==> src/rtl/semaforo_pkg.sv <==
// Shared definitions for the timed two-street traffic light controller:
// state codes, lamp encodings and the state-to-lamp decode.
package semaforo_pkg;

    typedef enum logic [2:0] {
        S_RB = 3'd0,
        S_AG = 3'd1,
        S_AY = 3'd2,
        S_RA = 3'd3,
        S_BG = 3'd4,
        S_BY = 3'd5,
        S_WK = 3'd6
    } state_t;

    localparam logic [2:0] RED = 3'b100;
    localparam logic [2:0] YEL = 3'b010;
    localparam logic [2:0] GRN = 3'b001;

    // Returns {LA, LB, walk}; anything not a known state shows all-red.
    function automatic logic [6:0] lights(input state_t s);
        logic [6:0] v;
        case (s)
            S_RB:    v = {RED, RED, 1'b0};
            S_AG:    v = {GRN, RED, 1'b0};
            S_AY:    v = {YEL, RED, 1'b0};
            S_RA:    v = {RED, RED, 1'b0};
            S_BG:    v = {RED, GRN, 1'b0};
            S_BY:    v = {RED, YEL, 1'b0};
            S_WK:    v = {RED, RED, 1'b1};
            default: v = {RED, RED, 1'b0};
        endcase
        return v;
    endfunction

endpackage

==> src/rtl/phase_timer.sv <==
// Tick-enabled phase duration counter with synchronous clear and optional
// saturation at a programmable value.
module phase_timer #(
    parameter int TW = 4
) (
    input  logic          clk,
    input  logic          reset,
    input  logic          clr,
    input  logic          tick,
    input  logic          sat,
    input  logic [TW-1:0] sat_val,
    output logic [TW-1:0] count
);

    logic [TW-1:0] count_reg;
    logic          at_limit;

    assign at_limit = sat && (count_reg == sat_val);
    assign count    = count_reg;

    always_ff @(posedge clk or posedge reset) begin
        if (reset) begin
            count_reg <= '0;
        end else if (clr) begin
            count_reg <= '0;
        end else if (tick && !at_limit) begin
            count_reg <= count_reg + 1'b1;
        end
    end

endmodule

==> src/rtl/semaforo_temporizado.sv <==
// Demand-driven two-street traffic light controller (Moore FSM, registered
// lamp outputs). Define PED_CROSS_EN to enable the pedestrian WALK phase.
module semaforo_temporizado
    import semaforo_pkg::*;
#(
    parameter int MIN_GREEN = 5,
    parameter int MAX_GREEN = 15,
    parameter int YELLOW_T  = 3,
    parameter int CLEAR_T   = 1,
    parameter int WALK_T    = 6,
    parameter int TW        = 4
) (
    input  logic       clk,
    input  logic       reset,
    input  logic       tick,
    input  logic       TA,
    input  logic       TB,
    input  logic       ped_btn,
    output logic [2:0] LA,
    output logic [2:0] LB,
    output logic       walk,
    output logic [2:0] phase
);

    localparam logic [TW-1:0] MIN_M1  = TW'(MIN_GREEN - 1);
    localparam logic [TW-1:0] MAX_M1  = TW'(MAX_GREEN - 1);
    localparam logic [TW-1:0] YEL_M1  = TW'(YELLOW_T - 1);
    localparam logic [TW-1:0] CLR_M1  = TW'(CLEAR_T - 1);
    localparam logic [TW-1:0] WALK_M1 = TW'(WALK_T - 1);

    state_t        state_reg;
    state_t        state_next;
    state_t        wk_exit_state;
    logic [TW-1:0] timer;
    logic          timer_clr;
    logic          timer_sat;
    logic          walk_req;
    logic [6:0]    lamp_next;

    logic [2:0]    la_reg;
    logic [2:0]    lb_reg;
    logic          walk_reg;
    logic [2:0]    phase_reg;

    assign timer_clr = (state_next != state_reg);
    assign timer_sat = (state_reg == S_AG) || (state_reg == S_BG);

    phase_timer #(
        .TW(TW)
    ) u_timer (
        .clk     (clk),
        .reset   (reset),
        .clr     (timer_clr),
        .tick    (tick),
        .sat     (timer_sat),
        .sat_val (MAX_M1),
        .count   (timer)
    );

`ifdef PED_CROSS_EN
    logic ped_pend_reg;
    logic dir_reg;
    logic enter_wk;

    assign walk_req      = ped_pend_reg;
    assign wk_exit_state = dir_reg ? S_BG : S_AG;
    assign enter_wk      = (state_next == S_WK) && (state_reg != S_WK);

    // dir_reg=1 means WALK was entered from RA, so street B gets green next.
    always_ff @(posedge clk or posedge reset) begin
        if (reset) begin
            ped_pend_reg <= 1'b0;
            dir_reg      <= 1'b0;
        end else begin
            if (ped_btn) begin
                ped_pend_reg <= 1'b1;
            end else if (enter_wk) begin
                ped_pend_reg <= 1'b0;
            end
            if (enter_wk) begin
                dir_reg <= (state_reg == S_RA);
            end
        end
    end
`else
    logic [1:0] unused_ped;

    assign walk_req      = 1'b0;
    assign wk_exit_state = S_RB;
    assign unused_ped    = {ped_btn, lamp_next[0]};
`endif

    always_ff @(posedge clk or posedge reset) begin
        if (reset) begin
            state_reg <= S_RB;
        end else begin
            state_reg <= state_next;
        end
    end

    always_comb begin
        state_next = state_reg;
        case (state_reg)
            S_RB: begin
                if (tick && timer == CLR_M1) begin
                    state_next = walk_req ? S_WK : S_AG;
                end
            end
            S_AG: begin
                if (tick && TB && timer >= MIN_M1 && (!TA || timer == MAX_M1)) begin
                    state_next = S_AY;
                end
            end
            S_AY: begin
                if (tick && timer == YEL_M1) begin
                    state_next = S_RA;
                end
            end
            S_RA: begin
                if (tick && timer == CLR_M1) begin
                    state_next = walk_req ? S_WK : S_BG;
                end
            end
            S_BG: begin
                if (tick && TA && timer >= MIN_M1 && (!TB || timer == MAX_M1)) begin
                    state_next = S_BY;
                end
            end
            S_BY: begin
                if (tick && timer == YEL_M1) begin
                    state_next = S_RB;
                end
            end
            S_WK: begin
                if (tick && timer == WALK_M1) begin
                    state_next = wk_exit_state;
                end
            end
            // Unused encoding recovers without waiting for a tick.
            default: state_next = S_RB;
        endcase
    end

    assign lamp_next = lights(state_reg);

    always_ff @(posedge clk or posedge reset) begin
        if (reset) begin
            la_reg    <= RED;
            lb_reg    <= RED;
            walk_reg  <= 1'b0;
            phase_reg <= 3'd0;
        end else begin
            la_reg    <= lamp_next[6:4];
            lb_reg    <= lamp_next[3:1];
`ifdef PED_CROSS_EN
            walk_reg  <= lamp_next[0];
`else
            walk_reg  <= 1'b0;
`endif
            phase_reg <= state_reg;
        end
    end

    assign LA    = la_reg;
    assign LB    = lb_reg;
    assign walk  = walk_reg;
    assign phase = phase_reg;

endmodule
==> config.mk <==
export PLATFORM = sky130hd
export DESIGN_NAME = semaforo_temporizado
export DESIGN_NICKNAME = d
export VERILOG_FILES = /design/src/rtl/semaforo_pkg.sv /design/src/rtl/phase_timer.sv /design/src/rtl/semaforo_temporizado.sv
export SDC_FILE = /design/constraint.sdc
export NUM_CORES = 1
export LEC_CHECK = 0
export BUFFER_PORTS_ARGS = -buffer_cell sky130_fd_sc_hd__buf_2
export CELL_PAD_IN_SITES_DETAIL_PLACEMENT = 2
export CELL_PAD_IN_SITES_GLOBAL_PLACEMENT = 2
export CORE_MARGIN = 5
export CORE_UTILIZATION = 37
export CTS_BUF_LIST = sky130_fd_sc_hd__clkbuf_4 sky130_fd_sc_hd__clkbuf_8
export CTS_CLUSTER_DIAMETER = 150
export DETAILED_ROUTE_END_ITERATION = 10
export GPL_TIMING_DRIVEN = 0
export PLACE_DENSITY_LB_ADDON = 0.1
export RECOVER_POWER = 100
export SLEW_MARGIN = 20
export SYNTH_ARGS = -nofsm -noshare
export SYNTH_HDL_FRONTEND = slang
export SYNTH_HIERARCHICAL = 1
export SYNTH_SLANG_ARGS = --single-unit
==> constraint.sdc <==
create_clock -name clk -period 5.2 [get_ports clk]
set_clock_uncertainty 0.2 [all_clocks]
set_input_delay 0.26 -clock clk [delete_from_list [all_inputs] [get_ports clk]]
set_output_delay 0.26 -clock clk [all_outputs]
set_load 0.02 [all_outputs]
==> key figures <==
STA
  – Final count of hold timing violations: 0
  – Pins Over Slew Limit: 0
  – Final min period: ~2.8 ns
  – Total negative setup slack: 0 ns
  – Setup WS post-layout: 2.37 ns
  – Final setup vio count: 0
  – RSZ-0062 raised after global routing: no
  – Period utilization: around 54%
  – Maximum clock frequency: around 350 MHz

Floorplanning
  – Initial core utilization: between 30 and 40%
  – Die Y: around 60 um
  – Row count: 18
  – Die ar.: about 3700 sq um
  – Core area: 2450 sq um
  – Die width: 60.5 um
  – IO Count: 16

Status
  – Status: complete, no violations

Route
  – 1st-pass router iterations: 3
  – Via/cell ratio: about 5.4
  – # DRC: 0
  – Routed WL: around 2600 um
  – Average routed wire per standard cell: between 15 and 20 um
  – Routed vias: 850
  – Number of DRC markers in iteration 0: 14
  – Final ANT Viol Nets: 0

Global route
  – Vias in the first global route: 927
  – Gr usage total: around 16%
  – Global route overflow: 0
  – Largest net degree at the start of global routing: 13
  – First-pass GRT wire length: about 4400 um
  – Initial antenna violation count: 0

Power
  – Net Sw Power: 0.265 mW
  – Clock power frac: 14.5%
  – PwrDens: roughly 530 nW/um^2
  – Comb pwr share: 48.1%
  – Leak: a little under 0.5 nW
  – Worst VDD drop: 0.243 mV
  – Int Pwr: about 0.31 mW
  – Sequential power share: a little under two fifths
  – Switching Share: 45.7%

Synth
  – Mux cell area share after synthesis: under 10%
  – Compound-Gate Fraction of Synth Area: between 10% and 20%
  – Primary FF master, synth: dfrtp_1
  – Synth Cell Area: roughly 940 sq um
  – Xor/xnor cell area share of the yosys netlist: 3.71%
  – Seq/Total Area, Yosys: between 40% and 50%
  – Cell count after synthesis: about 100
  – Unique masters post-synth: 42
  – Post-synth EDFFs: 0
  – YS warnings: 6
  – Largest family of logic cells by synthesized area: simple AND/OR/NAND/NOR gates
  – Post-Synth Simple-Gate Area: between 30 and 40%
  – Register bit total from synthesis: 16
  – Ys async rst share: between 90% and 100%
  – Adder-cell share of the synthesized area: under 10%
  – Syn avg cell area: slightly above 9 sq um

CTS
  – Root Driver: clkbuf_4
  – CTS tree: done
  – # Post-CTS Setup Buffers: 0
  – CTS Sinks: 16
  – Worst-Skew Late Latency: 0.29 ns
  – Clock transition at path regs: around 0.10 ns
  – CTS buffer count: 3
  – Post-CTS sizing: 0
  – CTS Hold Bufs: 1
  – CTS H-Tree Depth: 1
  – Clock buffer depth: 2

Final layout
  – Final #Nets: about 130
  – Share of cells above drive strength 1: roughly 15%
  – Count of inserted antenna diode cells: 0
  – Leading cell type in the layout, fill and taps excluded: dfrtp_1
  – Filler cells: 296
  – Area growth syn-to-layout: 15.4%
  – Max FFs per register: 4
  – Most frequent cells in the layout: dfrtp_1 (14), clkbuf_1 (13), nor2_1 (9)

Worst setup path
  – Cell mode on critical path: clkbuf_1
  – Max Fanout on Critical Path: 10
  – Arrival @ worst endpoint: roughly 2.9 ns
  – Buf/Inv on CP: 3
  – Register-to-register setup slack: between 2 and 2.5 ns
  – Crit end category: flop
  – Crit start category: flop
  – Number of cells on the worst reg-to-reg path: 8
  – Family with the most delay on the worst path: simple AND/OR/NAND/NOR gates
  – Worst r2r src: state_reg[2]
  – Crit path max-delay cell type: or4b_1
  – Critical path required time: between 5 and 6 ns
  – Setup CP Type: reg -> reg
  – CP max stage delay: around 0.56 ns
  – CP cell instances: clkbuf_1, clkinv_1, and4_2, nor4_1, o21ai_0, clkbuf_1, or4b_1, nand3_1
  – Critical R2R Capture: u_timer/count[0]

Place
  – Post-detail-place hpwl: approximately 2100 um
  – Final GP Congestion: slightly above 0.7
  – IO buf count: 13
  – Worst slack at placement: 2.48 ns

Worst hold path
  – Hold Crit Depth: 3
  – Hold endpoint: state_reg[1]
  – Hold Path Class: in -> reg
  – Hold wc startpoint: TB

Flow run
  – Max-cap violations: 0
## metrics by stage
step / utilization (%) / power [mW] / hold WS (ns) / std cells / cell area [sq um]
floorplan: - / 0.418 / -0.174 / 108 / 962
global placement: 43.4 / 0.488 / -0.0364 / 151 / 1060
detailed placement: 43.4 / 0.509 / -0.0323 / 151 / 1060
CTS: 45.3 / 0.597 / 0.0831 / 156 / 1110
global route: 44.3 / 0.629 / 0.0620 / 156 / 1090
finish: 44.3 / 0.579 / 0.0706 / 156 / 1090
## area by class of cell
type	count	area (sq um)	share of cell area, %
inverters	6	22.5	2.07
clock buffers	4	36.3	3.33
multi-input cells	82	508	46.7
well taps	30	37.5	3.45
repair buffers	14	62.6	5.75
flip-flops and latches	16	403	37.0
plain buffers	4	18.8	1.72
## worst max path at each step
stage,startpoint,end,slack (ns),cells after the start
after floorplan,u_timer/count[0],u_timer/count[2],2.78,8
after global placement,u_timer/count[0],u_timer/count[2],2.54,8
after detailed placement,u_timer/count[0],u_timer/count[0],2.48,8
after CTS,u_timer/count[0],u_timer/count[2],2.45,8
after global routing,state_reg[2],u_timer/count[0],2.15,8
final,state_reg[2],u_timer/count[0],2.37,8
## power groups by stage
| stage | clock, mW | combinational [mW] | sequential, mW |
|---|---|---|---|
| floorplan | 0 | 0.191 | 0.227 |
| global placement | 0 | 0.272 | 0.215 |
| detailed placement | 0 | 0.288 | 0.220 |
| CTS | 0.0874 | 0.292 | 0.218 |
| global route | 0.0933 | 0.311 | 0.225 |
| finish | 0.0841 | 0.278 | 0.216 |
## cell usage after synthesis, types with 2 or more instances
| cell type | n | share of area, % |
|---|---|---|
| nor3_1 | 3 | 1.6 |
| buf_4 | 2 | 1.6 |
| and4_2 | 2 | 2.1 |
| conb_1 | 2 | 0.80 |
| nor2_1 | 9 | 3.6 |
| xnor2_1 | 3 | 2.8 |
| nand3_1 | 6 | 3.2 |
| or4b_1 | 2 | 2.1 |
| a21oi_1 | 7 | 3.7 |
| nand4b_1 | 2 | 1.9 |
| inv_1 | 5 | 2.0 |
| dfstp_2 | 2 | 5.6 |
| dfrtp_1 | 14 | 37 |
| nand4_1 | 3 | 2.0 |
| nor3b_1 | 2 | 1.6 |
| o21ai_0 | 5 | 2.7 |
| nand2_1 | 8 | 3.2 |
| and3_1 | 2 | 1.3 |
## per-layer routing
layer / routed length [um] / vias up / track usage (%) / part of all wire (%)
li1: - / 402 / - / -
met1: 1180 / 427 / 21.7 / 46
met2: 1260 / 17 / 27.3 / 49
met3: 106 / 4 / 3.19 / 4.1
met5: 0 / - / 0 / 0
met4: 24 / 0 / 3.72 / 0.93
## worst reg2reg max path: stages (launching register included)
cell and delay, ns:
dfrtp_1 0.37, clkbuf_1 0.39, clkinv_1 0.30, and4_2 0.30
nor4_1 0.21, o21ai_0 0.13, clkbuf_1 0.22, or4b_1 0.56
nand3_1 0.09
## cell families after synthesis
| logic type | count (synthesis) |
|---|---|
| AO/OA/AOI/OAI | 20 |
| XOR/XNOR | 4 |
| adder cells (fa/ha/maj) | 1 |
| buffers and inverters | 10 |
| flip-flops | 16 |
| multiplexers | 1 |
| other | 2 |
| AND/OR/NAND/NOR | 49 |
No activity file was read; power rests on OpenSTA's default activity.
